===== src/rtl/qpu_tevq_pkg.sv =====
// Shared widths and entry layout for the EXU time/event queue.
`ifndef QPU_TIME_WIDTH
`define QPU_TIME_WIDTH 12
`endif
`ifndef QPU_EVENT_WIRE_WIDTH
`define QPU_EVENT_WIRE_WIDTH 8
`endif
`ifndef QPU_EVENT_NUM
`define QPU_EVENT_NUM 4
`endif
`ifndef QPU_TWO_QUBIT_GATE_LIST_WIDTH
`define QPU_TWO_QUBIT_GATE_LIST_WIDTH 6
`endif

package qpu_tevq_pkg;

  localparam int unsigned QpuTw = `QPU_TIME_WIDTH;
  localparam int unsigned QpuEw = `QPU_EVENT_WIRE_WIDTH;
  localparam int unsigned QpuEn = `QPU_EVENT_NUM;
  localparam int unsigned QpuTq = `QPU_TWO_QUBIT_GATE_LIST_WIDTH;

  typedef struct packed {
    logic [QpuTw-1:0] time_pt;
    logic [QpuEw-1:0] data;
    logic [QpuEn-1:0] oprand;
    logic [QpuTq-1:0] tqgl;
  } tevq_entry_t;

  localparam int unsigned EntryW = $bits(tevq_entry_t);

endpackage


===== src/rtl/qpu_sync_fifo.sv =====
// Synchronous FIFO with clear; control state is reset, the storage array is not.
module qpu_sync_fifo #(
  parameter int unsigned Depth = 16,
  parameter int unsigned Width = 8,
  localparam int unsigned Aw = $clog2(Depth),
  localparam int unsigned Cw = Aw + 1
) (
  input  logic             clk,
  input  logic             rst_n,
  input  logic             clr_i,
  input  logic             push_i,
  input  logic             pop_i,
  input  logic [Width-1:0] wdata_i,
  output logic [Width-1:0] rdata_o,
  output logic [Cw-1:0]    count_o,
  output logic             full_o,
  output logic             empty_o
);

  logic [Width-1:0] mem_q [Depth];
  logic [Aw-1:0]    wr_ptr_q, rd_ptr_q;
  logic [Cw-1:0]    count_q;
  logic             do_push, do_pop;

  assign full_o  = (count_q == Cw'(Depth));
  assign empty_o = (count_q == '0);
  assign do_push = push_i & ~full_o & ~clr_i;
  assign do_pop  = pop_i & ~empty_o & ~clr_i;
  assign rdata_o = mem_q[rd_ptr_q];
  assign count_o = count_q;

  always_ff @(posedge clk) begin
    if (do_push) mem_q[wr_ptr_q] <= wdata_i;
  end

  always_ff @(posedge clk or negedge rst_n) begin
    if (!rst_n) begin
      wr_ptr_q <= '0;
      rd_ptr_q <= '0;
      count_q  <= '0;
    end else if (clr_i) begin
      wr_ptr_q <= '0;
      rd_ptr_q <= '0;
      count_q  <= '0;
    end else begin
      // Power-of-two depth: pointers wrap naturally.
      if (do_push) wr_ptr_q <= wr_ptr_q + Aw'(1);
      if (do_pop)  rd_ptr_q <= rd_ptr_q + Aw'(1);
      count_q <= count_q + Cw'(do_push) - Cw'(do_pop);
    end
  end

endmodule


===== src/rtl/qpu_exu_tevq.sv =====
// Time/event queue: holds timed events from write-back and releases each when the
// local timer reaches its time point.
module qpu_exu_tevq
  import qpu_tevq_pkg::*;
#(
  parameter int unsigned DEPTH = 16,
  parameter int unsigned TW    = QpuTw,
  parameter int unsigned EW    = QpuEw,
  parameter int unsigned EN    = QpuEn,
  parameter int unsigned TQ    = QpuTq,
  localparam int unsigned CW   = $clog2(DEPTH) + 1
) (
  input  logic          clk,
  input  logic          rst_n,
  input  logic          tiq_wbck_i_ena,
  input  logic [TW-1:0] tiq_wbck_i_data,
  output logic          tiq_wbck_i_ready,
  input  logic          evq_wbck_i_ena,
  output logic          evq_wbck_i_ready,
  input  logic [EW-1:0] evq_wbck_i_data,
  input  logic [EN-1:0] evq_wbck_i_oprand,
  input  logic [TQ-1:0] evq_wbck_i_tqgl,
  input  logic          timer_clr_i,
  output logic          evt_o_valid,
  output logic [TW-1:0] evt_o_time,
  output logic [EW-1:0] evt_o_data,
  output logic [EN-1:0] evt_o_oprand,
  output logic [TQ-1:0] evt_o_tqgl,
  output logic [TW-1:0] timer_o,
  output logic [CW-1:0] count_o,
  output logic          late_err_o,
  output logic          proto_err_o
);

  localparam int unsigned W = TW + EW + EN + TQ;
  localparam logic [TW-1:0] TimerMax = {TW{1'b1}};

  logic          full, empty, ready, mismatch, push, pop;
  logic [W-1:0]  head;
  logic [TW-1:0] head_time;
  logic [TW-1:0] timer_q, timer_d;
  logic          run_q, run_d;
  logic          late_q, late_d, proto_q, proto_d;
  logic          evt_valid_q, evt_valid_d;
  logic [W-1:0]  evt_q, evt_d;

  qpu_sync_fifo #(
    .Depth (DEPTH),
    .Width (W)
  ) u_fifo (
    .clk     (clk),
    .rst_n   (rst_n),
    .clr_i   (timer_clr_i),
    .push_i  (push),
    .pop_i   (pop),
    .wdata_i ({tiq_wbck_i_data, evq_wbck_i_data, evq_wbck_i_oprand, evq_wbck_i_tqgl}),
    .rdata_o (head),
    .count_o (count_o),
    .full_o  (full),
    .empty_o (empty)
  );

  assign ready            = ~full;
  assign tiq_wbck_i_ready = ready;
  assign evq_wbck_i_ready = ready;
  assign mismatch         = tiq_wbck_i_ena ^ evq_wbck_i_ena;
  assign push             = tiq_wbck_i_ena & ~mismatch & ready & ~timer_clr_i;
  assign head_time        = head[W-1 -: TW];
  // Registered count gates the compare, so a same-cycle push into an empty queue cannot fire.
  assign pop              = ~empty & run_q & (timer_q >= head_time) & ~timer_clr_i;

  always_comb begin
    timer_d     = timer_q;
    run_d       = run_q;
    late_d      = late_q | (pop & (timer_q > head_time));
    proto_d     = proto_q | mismatch | ((tiq_wbck_i_ena | evq_wbck_i_ena) & full);
    evt_valid_d = pop;
    evt_d       = pop ? head : evt_q;
    if (run_q) begin
      if (timer_q != TimerMax) timer_d = timer_q + TW'(1);
    end else if (push) begin
      run_d   = 1'b1;
      timer_d = '0;
    end
    if (timer_clr_i) begin
      timer_d     = '0;
      run_d       = 1'b0;
      late_d      = 1'b0;
      proto_d     = 1'b0;
      evt_valid_d = 1'b0;
    end
  end

  always_ff @(posedge clk or negedge rst_n) begin
    if (!rst_n) begin
      timer_q     <= '0;
      run_q       <= 1'b0;
      late_q      <= 1'b0;
      proto_q     <= 1'b0;
      evt_valid_q <= 1'b0;
      evt_q       <= '0;
    end else begin
      timer_q     <= timer_d;
      run_q       <= run_d;
      late_q      <= late_d;
      proto_q     <= proto_d;
      evt_valid_q <= evt_valid_d;
      evt_q       <= evt_d;
    end
  end

  assign timer_o      = timer_q;
  assign late_err_o   = late_q;
  assign proto_err_o  = proto_q;
  assign evt_o_valid  = evt_valid_q;
  assign evt_o_time   = evt_q[W-1 -: TW];
  assign evt_o_data   = evt_q[EN+TQ +: EW];
  assign evt_o_oprand = evt_q[TQ +: EN];
  assign evt_o_tqgl   = evt_q[TQ-1:0];

endmodule


===== config.mk =====
export PLATFORM = sky130hd
export DESIGN_NAME = qpu_exu_tevq
export DESIGN_NICKNAME = d
export VERILOG_FILES = /design/src/rtl/qpu_tevq_pkg.sv /design/src/rtl/qpu_sync_fifo.sv /design/src/rtl/qpu_exu_tevq.sv
export SDC_FILE = /design/constraint.sdc
export NUM_CORES = 1
export LEC_CHECK = 0
export CORE_MARGIN = 4
export CORE_UTILIZATION = 35
export CTS_CLUSTER_DIAMETER = 60
export CTS_CLUSTER_SIZE = 20
export DETAILED_ROUTE_END_ITERATION = 16
export PLACE_DENSITY_LB_ADDON = 0.05
export SYNTH_ARGS = -nofsm -noshare
export SYNTH_HDL_FRONTEND = slang
export SYNTH_HIERARCHICAL = 1
export SYNTH_SLANG_ARGS = --single-unit

===== constraint.sdc =====
create_clock -name clk -period 5.51 [get_ports clk]
set_input_delay 0.551 -clock clk [delete_from_list [all_inputs] [get_ports clk]]
set_output_delay 0.551 -clock clk [all_outputs]
set_load 0.01 [all_outputs]

==> report_table.html, run 1 <==
<table>
<tr><th>Metric</th><th>Value</th></tr>
<tr><th colspan="2">Outcome</th></tr>
<tr><td>Result of the run</td><td>complete, no violations</td></tr>
<tr><th colspan="2">Pwr</th></tr>
<tr><td>Net switching fraction of the power</td><td>0.225</td></tr>
<tr><td>Internal power consumption</td><td>6.38 mW</td></tr>
<tr><td>Share of total power in combinational logic</td><td>0.021</td></tr>
<tr><td>Part of the total power dissipated in the clock network</td><td>0.437</td></tr>
<tr><td>Peak supply drop</td><td>396 µV</td></tr>
<tr><td>Relative contribution of sequential cells to total power</td><td>0.542</td></tr>
<tr><td>P_leak</td><td>8.67 nW</td></tr>
<tr><td>Net switching power</td><td>1.85 mW</td></tr>
<tr><td>PD cells</td><td>316 nW/µm²</td></tr>
<tr><th colspan="2">Layout</th></tr>
<tr><td>Final #Nets</td><td>1,410</td></tr>
<tr><td>Number of standard cells in the layout, taps in and fillers out</td><td>2,232</td></tr>
<tr><td>Most frequent cells in the layout</td><td>480 x sky130_fd_sc_hd__edfxtp_1, 87 x sky130_fd_sc_hd__mux4_2, 86 x sky130_fd_sc_hd__nand2_1, 85 x sky130_fd_sc_hd__clkdlybuf4s50_1, 60 x sky130_fd_sc_hd__a22oi_1</td></tr>
<tr><td>Layout Area Growth over Synthesis</td><td>16.4%</td></tr>
<tr><td>Proportion of layout cells with a drive suffix above 1</td><td>0.184</td></tr>
<tr><td>Most frequent standard cell in the layout excluding fill and tap cells</td><td>sky130_fd_sc_hd__edfxtp_1</td></tr>
<tr><th colspan="2">Floorplan</th></tr>
<tr><td>Die outline width</td><td>261 µm</td></tr>
<tr><td>Number of rows in the core area</td><td>92</td></tr>
<tr><td>Die Area</td><td>68,100 µm²</td></tr>
<tr><td>Ports placed on the boundary</td><td>87</td></tr>
<tr><td>Starting utilization of the core area</td><td>0.354</td></tr>
<tr><td>Die Y</td><td>261 µm</td></tr>
<tr><td>CORE AREA</td><td>63,200 µm²</td></tr>
<tr><th colspan="2">Synthesis</th></tr>
<tr><td>Cell Area, Synth</td><td>22,400 µm²</td></tr>
<tr><td>Cells after synthesis</td><td>1,240</td></tr>
<tr><td>Multiplexer fraction of the synthesized cell area</td><td>0.126</td></tr>
<tr><td>Post-synth cell types</td><td>56</td></tr>
<tr><td>Post-synthesis cell type with the largest combined area</td><td>sky130_fd_sc_hd__edfxtp_1</td></tr>
<tr><td>Area share of the largest cell type after synthesis</td><td>0.644</td></tr>
<tr><td>EDFF count, synth</td><td>480</td></tr>
<tr><td>Flops &amp; latches, synth</td><td>539</td></tr>
<tr><td>Fraction of registers with async set/reset</td><td>0.109</td></tr>
<tr><td>Xor-xnor portion of the synthesized cell area</td><td>0.00430</td></tr>
<tr><td>Simple-gate share of the synthesized area</td><td>0.0633</td></tr>
<tr><td>Share of synthesized cell area in full adder, half adder and majority cells</td><td>0.0154</td></tr>
<tr><td>Biggest area contributors in the synthesized netlist</td><td>sky130_fd_sc_hd__edfxtp_1 64%, sky130_fd_sc_hd__mux4_2 8.8%, sky130_fd_sc_hd__dfrtp_1 6.6%</td></tr>
<tr><td>YS warnings</td><td>6</td></tr>
<tr><td>Most used flip-flop cell after synthesis</td><td>sky130_fd_sc_hd__edfxtp_1</td></tr>
<tr><td>Compound-Gate Fraction of Synth Area</td><td>0.0543</td></tr>
<tr><td>Synthesized net count</td><td>1,302</td></tr>
<tr><td>Main combinational cell family by area after synthesis</td><td>multiplexers</td></tr>
<tr><td>Sequential cell area fraction in the yosys report</td><td>0.710</td></tr>
<tr><td>Synthesized area per cell</td><td>18.1 µm²</td></tr>
<tr><th colspan="2">Clock network</th></tr>
<tr><td>Total clock buffers created by CTS</td><td>47</td></tr>
<tr><td>Clk_lat worst skew</td><td>590 ps</td></tr>
<tr><td>Max Root-Sink Buffers</td><td>3</td></tr>
<tr><td>Root buffer selected by CTS</td><td>sky130_fd_sc_hd__clkbuf_16</td></tr>
<tr><td>Clock slew at the register clock pins of the worst setup and hold paths</td><td>80 ps</td></tr>
<tr><td>Number of gates given a new drive strength after cts</td><td>0</td></tr>
<tr><td>H-tree depth</td><td>2</td></tr>
<tr><td>TritonCTS clock tree</td><td>built</td></tr>
<tr><td>Number of clock sinks seen by CTS</td><td>539</td></tr>
<tr><th colspan="2">Worst setup path</th></tr>
<tr><td>Critical path required time</td><td>6020 ps</td></tr>
<tr><td>Number of cells on the worst reg-to-reg path</td><td>19</td></tr>
<tr><td>Data arrival time of the critical path</td><td>5630 ps</td></tr>
<tr><td>Category of the most critical setup path</td><td>flip-flop to flip-flop</td></tr>
<tr><td>CP Max Fanout</td><td>22</td></tr>
<tr><td>Startpoint type of the worst setup path</td><td>flip-flop</td></tr>
<tr><td>Critical path endpoint category</td><td>flip-flop</td></tr>
<tr><th colspan="2">Timing</th></tr>
<tr><td>Total count of max-transition violations in the final report</td><td>0</td></tr>
<tr><td>Final critical-path required period</td><td>5120 ps</td></tr>
<tr><td>Setup TNS Final</td><td>0 ps</td></tr>
<tr><td>Final worst path period share</td><td>0.930</td></tr>
<tr><td>Fmax achieved</td><td>195 MHz</td></tr>
<tr><td>Relative slew margins</td><td>0.362</td></tr>
<tr><td>Unrepaired setup endpoints after global routing</td><td>no</td></tr>
<tr><td>Final Hold Violating Endpoints</td><td>0</td></tr>
<tr><td>Setup Viol. Count Final</td><td>0</td></tr>
<tr><td>Worst-margin pin slew</td><td>954 ps</td></tr>
<tr><td>Setup skew after layout</td><td>21.5 ps</td></tr>
<tr><th colspan="2">Global route</th></tr>
<tr><td>Global-route wire length before repair</td><td>86,300 µm</td></tr>
<tr><td>Met1 track utilization from global routing</td><td>0.251</td></tr>
<tr><td>Vias in the first global route</td><td>12,185</td></tr>
<tr><td>Antenna violations before repair</td><td>0</td></tr>
<tr><td>Global route total overflow</td><td>0</td></tr>
<tr><td>GR Layer Usage met2</td><td>0.278</td></tr>
<tr><td>Overall track demand over capacity in global routing</td><td>0.172</td></tr>
<tr><td>Most Used Layer, Global Route</td><td>met2</td></tr>
<tr><td>GR Layer Usage met3</td><td>0.0248</td></tr>
<tr><td>Maximum number of pins on one net before global-route repair</td><td>61</td></tr>
<tr><th colspan="2">Placed design</th></tr>
<tr><td>DP HPWL</td><td>33,900 µm</td></tr>
<tr><td># port buffers</td><td>86</td></tr>
<tr><td>Placed cell count</td><td>2,145</td></tr>
<tr><td>Routability-driven placement congestion ratio</td><td>0.735</td></tr>
<tr><th colspan="2">Routing</th></tr>
<tr><td>Total length of routed wires</td><td>58,100 µm</td></tr>
<tr><td>Antenna Nets Post-Route</td><td>0</td></tr>
<tr><td>Avg Vias per Cell</td><td>5.35</td></tr>
<tr><td>WL/cell</td><td>26.0 µm</td></tr>
<tr><td>DRC errors left</td><td>0</td></tr>
<tr><td>Starting DRC count in detailed routing</td><td>881</td></tr>
<tr><td>Overall via count from detail_route</td><td>11,931</td></tr>
<tr><td>Number of search-and-repair iterations in the first detailed-routing pass</td><td>7</td></tr>
<tr><th colspan="2">Min path</th></tr>
<tr><td>Worst hold path type</td><td>input pin to asynchronous set/reset pin</td></tr>
<tr><th colspan="2">Job</th></tr>
<tr><td>Max capacitance violation total</td><td>0</td></tr>
</table>
==> timing repair <==
| item | 4_1_cts | 5_1_grt |
|---|---|---|
| endpoints found under the setup margin | 0 | 1 |
| hold buffers | 0 | 0 |
| buffers inserted | 0 | 0 |
==> cell type report <==
cell class | count | area [µm²]
multi-input cells | 593 | 6030
clock buffers | 48 | 1180
well taps | 846 | 1060
fillers | 5625 | 37100
repair buffers | 136 | 1280
inverters | 31 | 116
diodes | 1 | 2.50
clock inverters | 38 | 490
flip-flops and latches | 539 | 15900
==> per-layer routing <==
| layer | routed length (µm) | part of all wire | vias up |
|---|---|---|---|
| li1 | - | - | 5284 |
| met5 | 0 | 0 | - |
| met2 | 27800 | 0.48 | 229 |
| met4 | 964 | 0.017 | 0 |
| met1 | 27100 | 0.47 | 6354 |
| met3 | 2250 | 0.039 | 64 |
==> registers in the layout, summed over array words and instances, names as in the netlist <==
signal / cells
evt_o_valid: 1
proto_err_o: 1
late_err_o: 1
u_fifo/mem_q: 480
evt_q: 30
u_fifo/rd_ptr_q: 4
run_q: 1
timer_o: 12
u_fifo/wr_ptr_q: 4
u_fifo/count_o: 5
==> kinds of logic (layout without fill, tap and decap cells) <==
group           count (synthesis)  in the layout
compound gates                170            170
xor+xnor                       11             11
fa+ha+maj                      27             27
buf+inv                       108            253
flops                         539            539
mux                           120            120
other cells                     0              1
simple gates                  265            265
==> critical path, stage by stage (launching register included) <==
cell	delay (ps)
sky130_fd_sc_hd__dfrtp_1	470
sky130_fd_sc_hd__nor2_4	780
sky130_fd_sc_hd__a22oi_1	200
sky130_fd_sc_hd__nand2_1	270
sky130_fd_sc_hd__inv_1	80
sky130_fd_sc_hd__ha_1	330
sky130_fd_sc_hd__nand4_2	230
sky130_fd_sc_hd__or3_1	450
sky130_fd_sc_hd__a21oi_1	400
sky130_fd_sc_hd__nand2_1	180
sky130_fd_sc_hd__nor2_1	190
sky130_fd_sc_hd__ha_1	260
sky130_fd_sc_hd__inv_1	60
sky130_fd_sc_hd__ha_1	150
sky130_fd_sc_hd__inv_1	60
sky130_fd_sc_hd__fa_1	390
sky130_fd_sc_hd__nor2b_1	160
sky130_fd_sc_hd__o21bai_1	100
sky130_fd_sc_hd__nand3_1	80
sky130_fd_sc_hd__nor3b_1	180
==> power groups by stage <==
stage	logic, mW	clock network [mW]	registers, mW
floorplan	0.0578	0	4.56
finish	0.174	3.59	4.46
global route	0.196	3.89	4.46
global placement	0.175	0	4.55
detailed placement	0.179	0	4.55
CTS	0.179	3.72	4.46
==> cell usage after synthesis (27+ instances only) <==
master and count:
sky130_fd_sc_hd__mux4_1 33, sky130_fd_sc_hd__dfrtp_1 59, sky130_fd_sc_hd__o21ai_0 27, sky130_fd_sc_hd__edfxtp_1 480
sky130_fd_sc_hd__a22oi_1 60, sky130_fd_sc_hd__and2_1 47, sky130_fd_sc_hd__mux4_2 87, sky130_fd_sc_hd__inv_1 31
sky130_fd_sc_hd__nand3_1 31, sky130_fd_sc_hd__nand2_1 86, sky130_fd_sc_hd__clkbuf_1 41, sky130_fd_sc_hd__or4_1 31
==> worst paths after layout <==
| kind | from | to | slack, ps |
|---|---|---|---|
| max reg2reg | u_fifo/rd_ptr_q[3] | u_fifo/count_o[4] | 390 |
| max | u_fifo/rd_ptr_q[3] | u_fifo/count_o[4] | 390 |
| min in group clk | proto_err_o | proto_err_o | 560 |
| min | rst_n | timer_o[9] | 160 |
| min reg2reg | proto_err_o | proto_err_o | 560 |
| max in group asynchronous | rst_n | u_fifo/rd_ptr_q[0] | 4720 |
==> per-stage QoR <==
| step | worst slack, ps | hold slack, ps | utilization | instance area, µm² | power, mW |
|---|---|---|---|---|---|
| 3_3_place_gp | 509 | 518 | 0.386 | 24400 | 4.73 |
| 2_1_floorplan | 264 | 255 | - | 22400 | 4.61 |
| 4_1_cts | 390 | 157 | 0.412 | 26100 | 8.36 |
| 5_1_grt | 16.2 | 221 | 0.412 | 26100 | 8.55 |
| 3_5_place_dp | 432 | 551 | 0.386 | 24400 | 4.73 |
| 6_report | 388 | 159 | 0.412 | 26100 | 8.23 |
No activity file was read; power rests on OpenSTA's default activity.
==> run 2, diff against run 1 <==
--- a/config.mk
+++ b/config.mk
@@ -5,6 +5,7 @@
 export SDC_FILE = /design/constraint.sdc
 export NUM_CORES = 1
 export LEC_CHECK = 0
+export ABC_CLOCK_PERIOD_IN_PS = 5510
 export CORE_MARGIN = 4
 export CORE_UTILIZATION = 35
 export CTS_CLUSTER_DIAMETER = 60
==> results of run 2 <==
Final layout, timing and power as in run 1 (identical DEF).
==> run 3, diff against run 2 <==
--- a/config.mk
+++ b/config.mk
@@ -12,6 +12,7 @@
 export CTS_CLUSTER_SIZE = 20
 export DETAILED_ROUTE_END_ITERATION = 16
 export PLACE_DENSITY_LB_ADDON = 0.05
+export RECOVER_POWER = 100
 export SYNTH_ARGS = -nofsm -noshare
 export SYNTH_HDL_FRONTEND = slang
 export SYNTH_HIERARCHICAL = 1
==> run 3 against run 2 <==
Net effect:
- the run now ends with max-capacitance violations, max-slew violations left
- fmax grew 2.0%
- first-iteration DRC count shrank 2.4%
- core utilization shrank 0.19 points
- clock skew grew 2.9 ps
- register-to-register slack gained 100 ps
- combinational power shrank 5%
- largest power group unchanged
- die area is the same
- hold slack gained 390 ps
- critical path depth is the same
==> report_table.html, run 3 (synthesis results as in run 1) <==
<table>
<tr><th>Metric</th><th>Value</th></tr>
<tr><th colspan="2">Outcome</th></tr>
<tr><td>Result of the run</td><td>finished with violations</td></tr>
<tr><td>Failing checks</td><td>max-capacitance violations, max-slew violations</td></tr>
<tr><th colspan="2">Placed design</th></tr>
<tr><td>Pre-CTS setup slack</td><td>432 ps</td></tr>
<tr><td>DP HPWL</td><td>33,900 µm</td></tr>
<tr><td>Routability-driven placement congestion ratio</td><td>0.735</td></tr>
<tr><td># port buffers</td><td>86</td></tr>
<tr><th colspan="2">Worst setup path</th></tr>
<tr><td>Largest delay contributor family on the critical path</td><td>simple AND/OR/NAND/NOR gates</td></tr>
<tr><td>Critical path endpoint category</td><td>flip-flop</td></tr>
<tr><td>Slowest cell on the critical path</td><td>sky130_fd_sc_hd__nor2_4</td></tr>
<tr><td>Category of the most critical setup path</td><td>flip-flop to flip-flop</td></tr>
<tr><td>Source of the worst register-to-register timing path</td><td>u_fifo/rd_ptr_q[3]</td></tr>
<tr><td>Total buffers and inverters traversed by the critical path</td><td>3</td></tr>
<tr><td>Reg-to-reg slack, setup</td><td>490 ps</td></tr>
<tr><td>Crit path cell chain</td><td>nor2_4, a22oi_1, nand2_1, inv_1, ha_1, nand4_2, or3_1, a21oi_1, nand2_1, nor2_1, ha_1, inv_1, ha_1, inv_1, fa_1, nor2b_1, o21bai_1, nand3_1, nor3b_1</td></tr>
<tr><td>Critical path launch point</td><td>u_fifo/rd_ptr_q[3]</td></tr>
<tr><td>Startpoint type of the worst setup path</td><td>flip-flop</td></tr>
<tr><td>R2r endpoint</td><td>u_fifo/count_o[4]</td></tr>
<tr><td>CP Max Fanout</td><td>22</td></tr>
<tr><td>Delay of the slowest critical-path stage</td><td>760 ps</td></tr>
<tr><td>Number of cells on the worst reg-to-reg path</td><td>19</td></tr>
<tr><td>Data arrival time of the critical path</td><td>5530 ps</td></tr>
<tr><td>Critical path required time</td><td>6020 ps</td></tr>
<tr><th colspan="2">Pwr</th></tr>
<tr><td>Pwr Total</td><td>8.22 mW</td></tr>
<tr><td>PD cells</td><td>317 nW/µm²</td></tr>
<tr><td>Peak supply drop</td><td>396 µV</td></tr>
<tr><td>P_leak</td><td>8.58 nW</td></tr>
<tr><th colspan="2">Floorplan</th></tr>
<tr><td>Starting utilization of the core area</td><td>0.354</td></tr>
<tr><td>Ports placed on the boundary</td><td>87</td></tr>
<tr><td>Die Y</td><td>261 µm</td></tr>
<tr><td>Number of rows in the core area</td><td>92</td></tr>
<tr><td>CORE AREA</td><td>63,200 µm²</td></tr>
<tr><td>Die outline width</td><td>261 µm</td></tr>
<tr><td>Die Area</td><td>68,100 µm²</td></tr>
<tr><th colspan="2">Global route</th></tr>
<tr><td>Global-route wire length before repair</td><td>86,300 µm</td></tr>
<tr><td>Overall track demand over capacity in global routing</td><td>0.172</td></tr>
<tr><td>Maximum number of pins on one net before global-route repair</td><td>61</td></tr>
<tr><td>Vias in the first global route</td><td>12,185</td></tr>
<tr><td>Antenna violations before repair</td><td>6</td></tr>
<tr><td>Global route total overflow</td><td>0</td></tr>
<tr><th colspan="2">Clock network</th></tr>
<tr><td>Number of post-CTS setup repair buffers</td><td>0</td></tr>
<tr><td>Root buffer selected by CTS</td><td>sky130_fd_sc_hd__clkbuf_16</td></tr>
<tr><td>Number of clock sinks seen by CTS</td><td>539</td></tr>
<tr><td>Clk_lat worst skew</td><td>590 ps</td></tr>
<tr><td>Clock slew at the register clock pins of the worst setup and hold paths</td><td>80 ps</td></tr>
<tr><td>Total clock buffers created by CTS</td><td>47</td></tr>
<tr><td>TritonCTS clock tree</td><td>built</td></tr>
<tr><td>Number of gates given a new drive strength after cts</td><td>0</td></tr>
<tr><td>CTS hold repair buffers</td><td>0</td></tr>
<tr><td>H-tree depth</td><td>2</td></tr>
<tr><td>Max Root-Sink Buffers</td><td>3</td></tr>
<tr><th colspan="2">Layout</th></tr>
<tr><td>Layout Area Growth over Synthesis</td><td>15.8%</td></tr>
<tr><td>Top register by number of flip-flops</td><td>u_fifo/mem_q</td></tr>
<tr><td>Proportion of layout cells with a drive suffix above 1</td><td>0.173</td></tr>
<tr><td>Flip-flop count of the largest register, all copies and words added</td><td>480</td></tr>
<tr><td>Most frequent cells in the layout</td><td>480 x sky130_fd_sc_hd__edfxtp_1, 87 x sky130_fd_sc_hd__mux4_2, 86 x sky130_fd_sc_hd__nand2_1, 82 x sky130_fd_sc_hd__dlygate4sd3_1, 60 x sky130_fd_sc_hd__a22oi_1</td></tr>
<tr><td>Most frequent standard cell in the layout excluding fill and tap cells</td><td>sky130_fd_sc_hd__edfxtp_1</td></tr>
<tr><td>Final #Nets</td><td>1,410</td></tr>
<tr><th colspan="2">Timing</th></tr>
<tr><td>Total count of max-transition violations in the final report</td><td>115</td></tr>
<tr><td>Worst-margin pin slew</td><td>3700 ps</td></tr>
<tr><td>Final worst path period share</td><td>0.911</td></tr>
<tr><td>Fmax achieved</td><td>199 MHz</td></tr>
<tr><td>Post-route setup slack</td><td>488 ps</td></tr>
<tr><td>Setup TNS Final</td><td>0 ps</td></tr>
<tr><td>Relative slew margins</td><td>-1.47</td></tr>
<tr><td>Unrepaired setup endpoints after global routing</td><td>no</td></tr>
<tr><td>Setup Viol. Count Final</td><td>0</td></tr>
<tr><td>Final critical-path required period</td><td>5020 ps</td></tr>
<tr><td>Final hold slack</td><td>552 ps</td></tr>
<tr><td>Final Hold Violating Endpoints</td><td>0</td></tr>
<tr><td>Setup skew after layout</td><td>24.4 ps</td></tr>
<tr><th colspan="2">Routing</th></tr>
<tr><td>Number of search-and-repair iterations in the first detailed-routing pass</td><td>5</td></tr>
<tr><td>Antenna Nets Post-Route</td><td>0</td></tr>
<tr><td>DRC errors left</td><td>0</td></tr>
<tr><td>Overall via count from detail_route</td><td>11,950</td></tr>
<tr><td>Total length of routed wires</td><td>58,200 µm</td></tr>
<tr><td>Avg Vias per Cell</td><td>5.35</td></tr>
<tr><td>Starting DRC count in detailed routing</td><td>860</td></tr>
<tr><td>WL/cell</td><td>26.0 µm</td></tr>
<tr><th colspan="2">Min path</th></tr>
<tr><td>Worst hold path type</td><td>flip-flop to flip-flop</td></tr>
<tr><td>Number of stages on the worst hold path</td><td>2</td></tr>
<tr><td>Hold EP</td><td>proto_err_o</td></tr>
<tr><td>Startpoint of the worst hold path</td><td>proto_err_o</td></tr>
<tr><th colspan="2">Job</th></tr>
<tr><td>Max capacitance violation total</td><td>4</td></tr>
</table>
## run 3: through the flow
| step | cell area [µm²] | instances | utilization |
|---|---|---|---|
| 6_report | 25900 | 2233 | 0.410 |
| 5_1_grt | 25900 | 2231 | 0.410 |
| 4_1_cts | 26100 | 2231 | 0.412 |
| 3_5_place_dp | 24400 | 2145 | 0.386 |
| 3_3_place_gp | 24400 | 2145 | 0.386 |
| 2_1_floorplan | 22400 | 1240 | - |
## run 3: cell type report
class                           instances  area, µm²
Inverter                               31        116
Tap cell                              846       1060
Multi-Input combinational cell        593       5990
Fill cell                            5652      37300
Clock inverter                         38        490
Timing Repair Buffer                  136       1190
Sequential cell                       539      15900
Antenna cell                            2       5.00
Clock buffer                           48       1180
## run 3: worst reg2reg max path, cell delays in order (launching register included)
cell                       delay (ps)
sky130_fd_sc_hd__dfrtp_1          470
sky130_fd_sc_hd__nor2_4           760
sky130_fd_sc_hd__a22oi_1          210
sky130_fd_sc_hd__nand2_1          280
sky130_fd_sc_hd__inv_1             80
sky130_fd_sc_hd__ha_1             330
sky130_fd_sc_hd__nand4_2          230
sky130_fd_sc_hd__or3_1            450
sky130_fd_sc_hd__a21oi_1          360
sky130_fd_sc_hd__nand2_1          180
sky130_fd_sc_hd__nor2_1           160
sky130_fd_sc_hd__ha_1             240
sky130_fd_sc_hd__inv_1             60
sky130_fd_sc_hd__ha_1             150
sky130_fd_sc_hd__inv_1             60
sky130_fd_sc_hd__fa_1             390
sky130_fd_sc_hd__nor2b_1          160
sky130_fd_sc_hd__o21bai_1         100
sky130_fd_sc_hd__nand3_1           80
sky130_fd_sc_hd__nor3b_1          170
## run 3: worst max-delay path by stage
stage / cells past startpoint / end / slack [ps]
floorplan: 10 / u_fifo/mem_q[2][0] / 260
global placement: 19 / u_fifo/count_o[4] / 510
detailed placement: 19 / u_fifo/count_o[4] / 430
CTS: 19 / u_fifo/count_o[4] / 390
global route: 19 / u_fifo/count_o[4] / 20
finish: 19 / u_fifo/count_o[4] / 490
## run 3: per-layer routing
| metal | part of all wire | vias to the layer above | GRT usage |
|---|---|---|---|
| li1 | - | 5292 | - |
| met1 | 0.47 | 6372 | 0.251 |
| met2 | 0.47 | 209 | 0.278 |
| met3 | 0.037 | 75 | 0.0248 |
| met4 | 0.018 | 2 | 0.0355 |
| met5 | 0.00012 | - | 0 |
## run 3: report_power, final
group | leakage (nW) | total [mW] | internal [mW] | switching (mW)
sequential | 4.97 | 4.46 | 4.46 | 0.00685
combinational | 2.79 | 0.166 | 0.0504 | 0.116
clock | 0.821 | 3.59 | 1.87 | 1.73
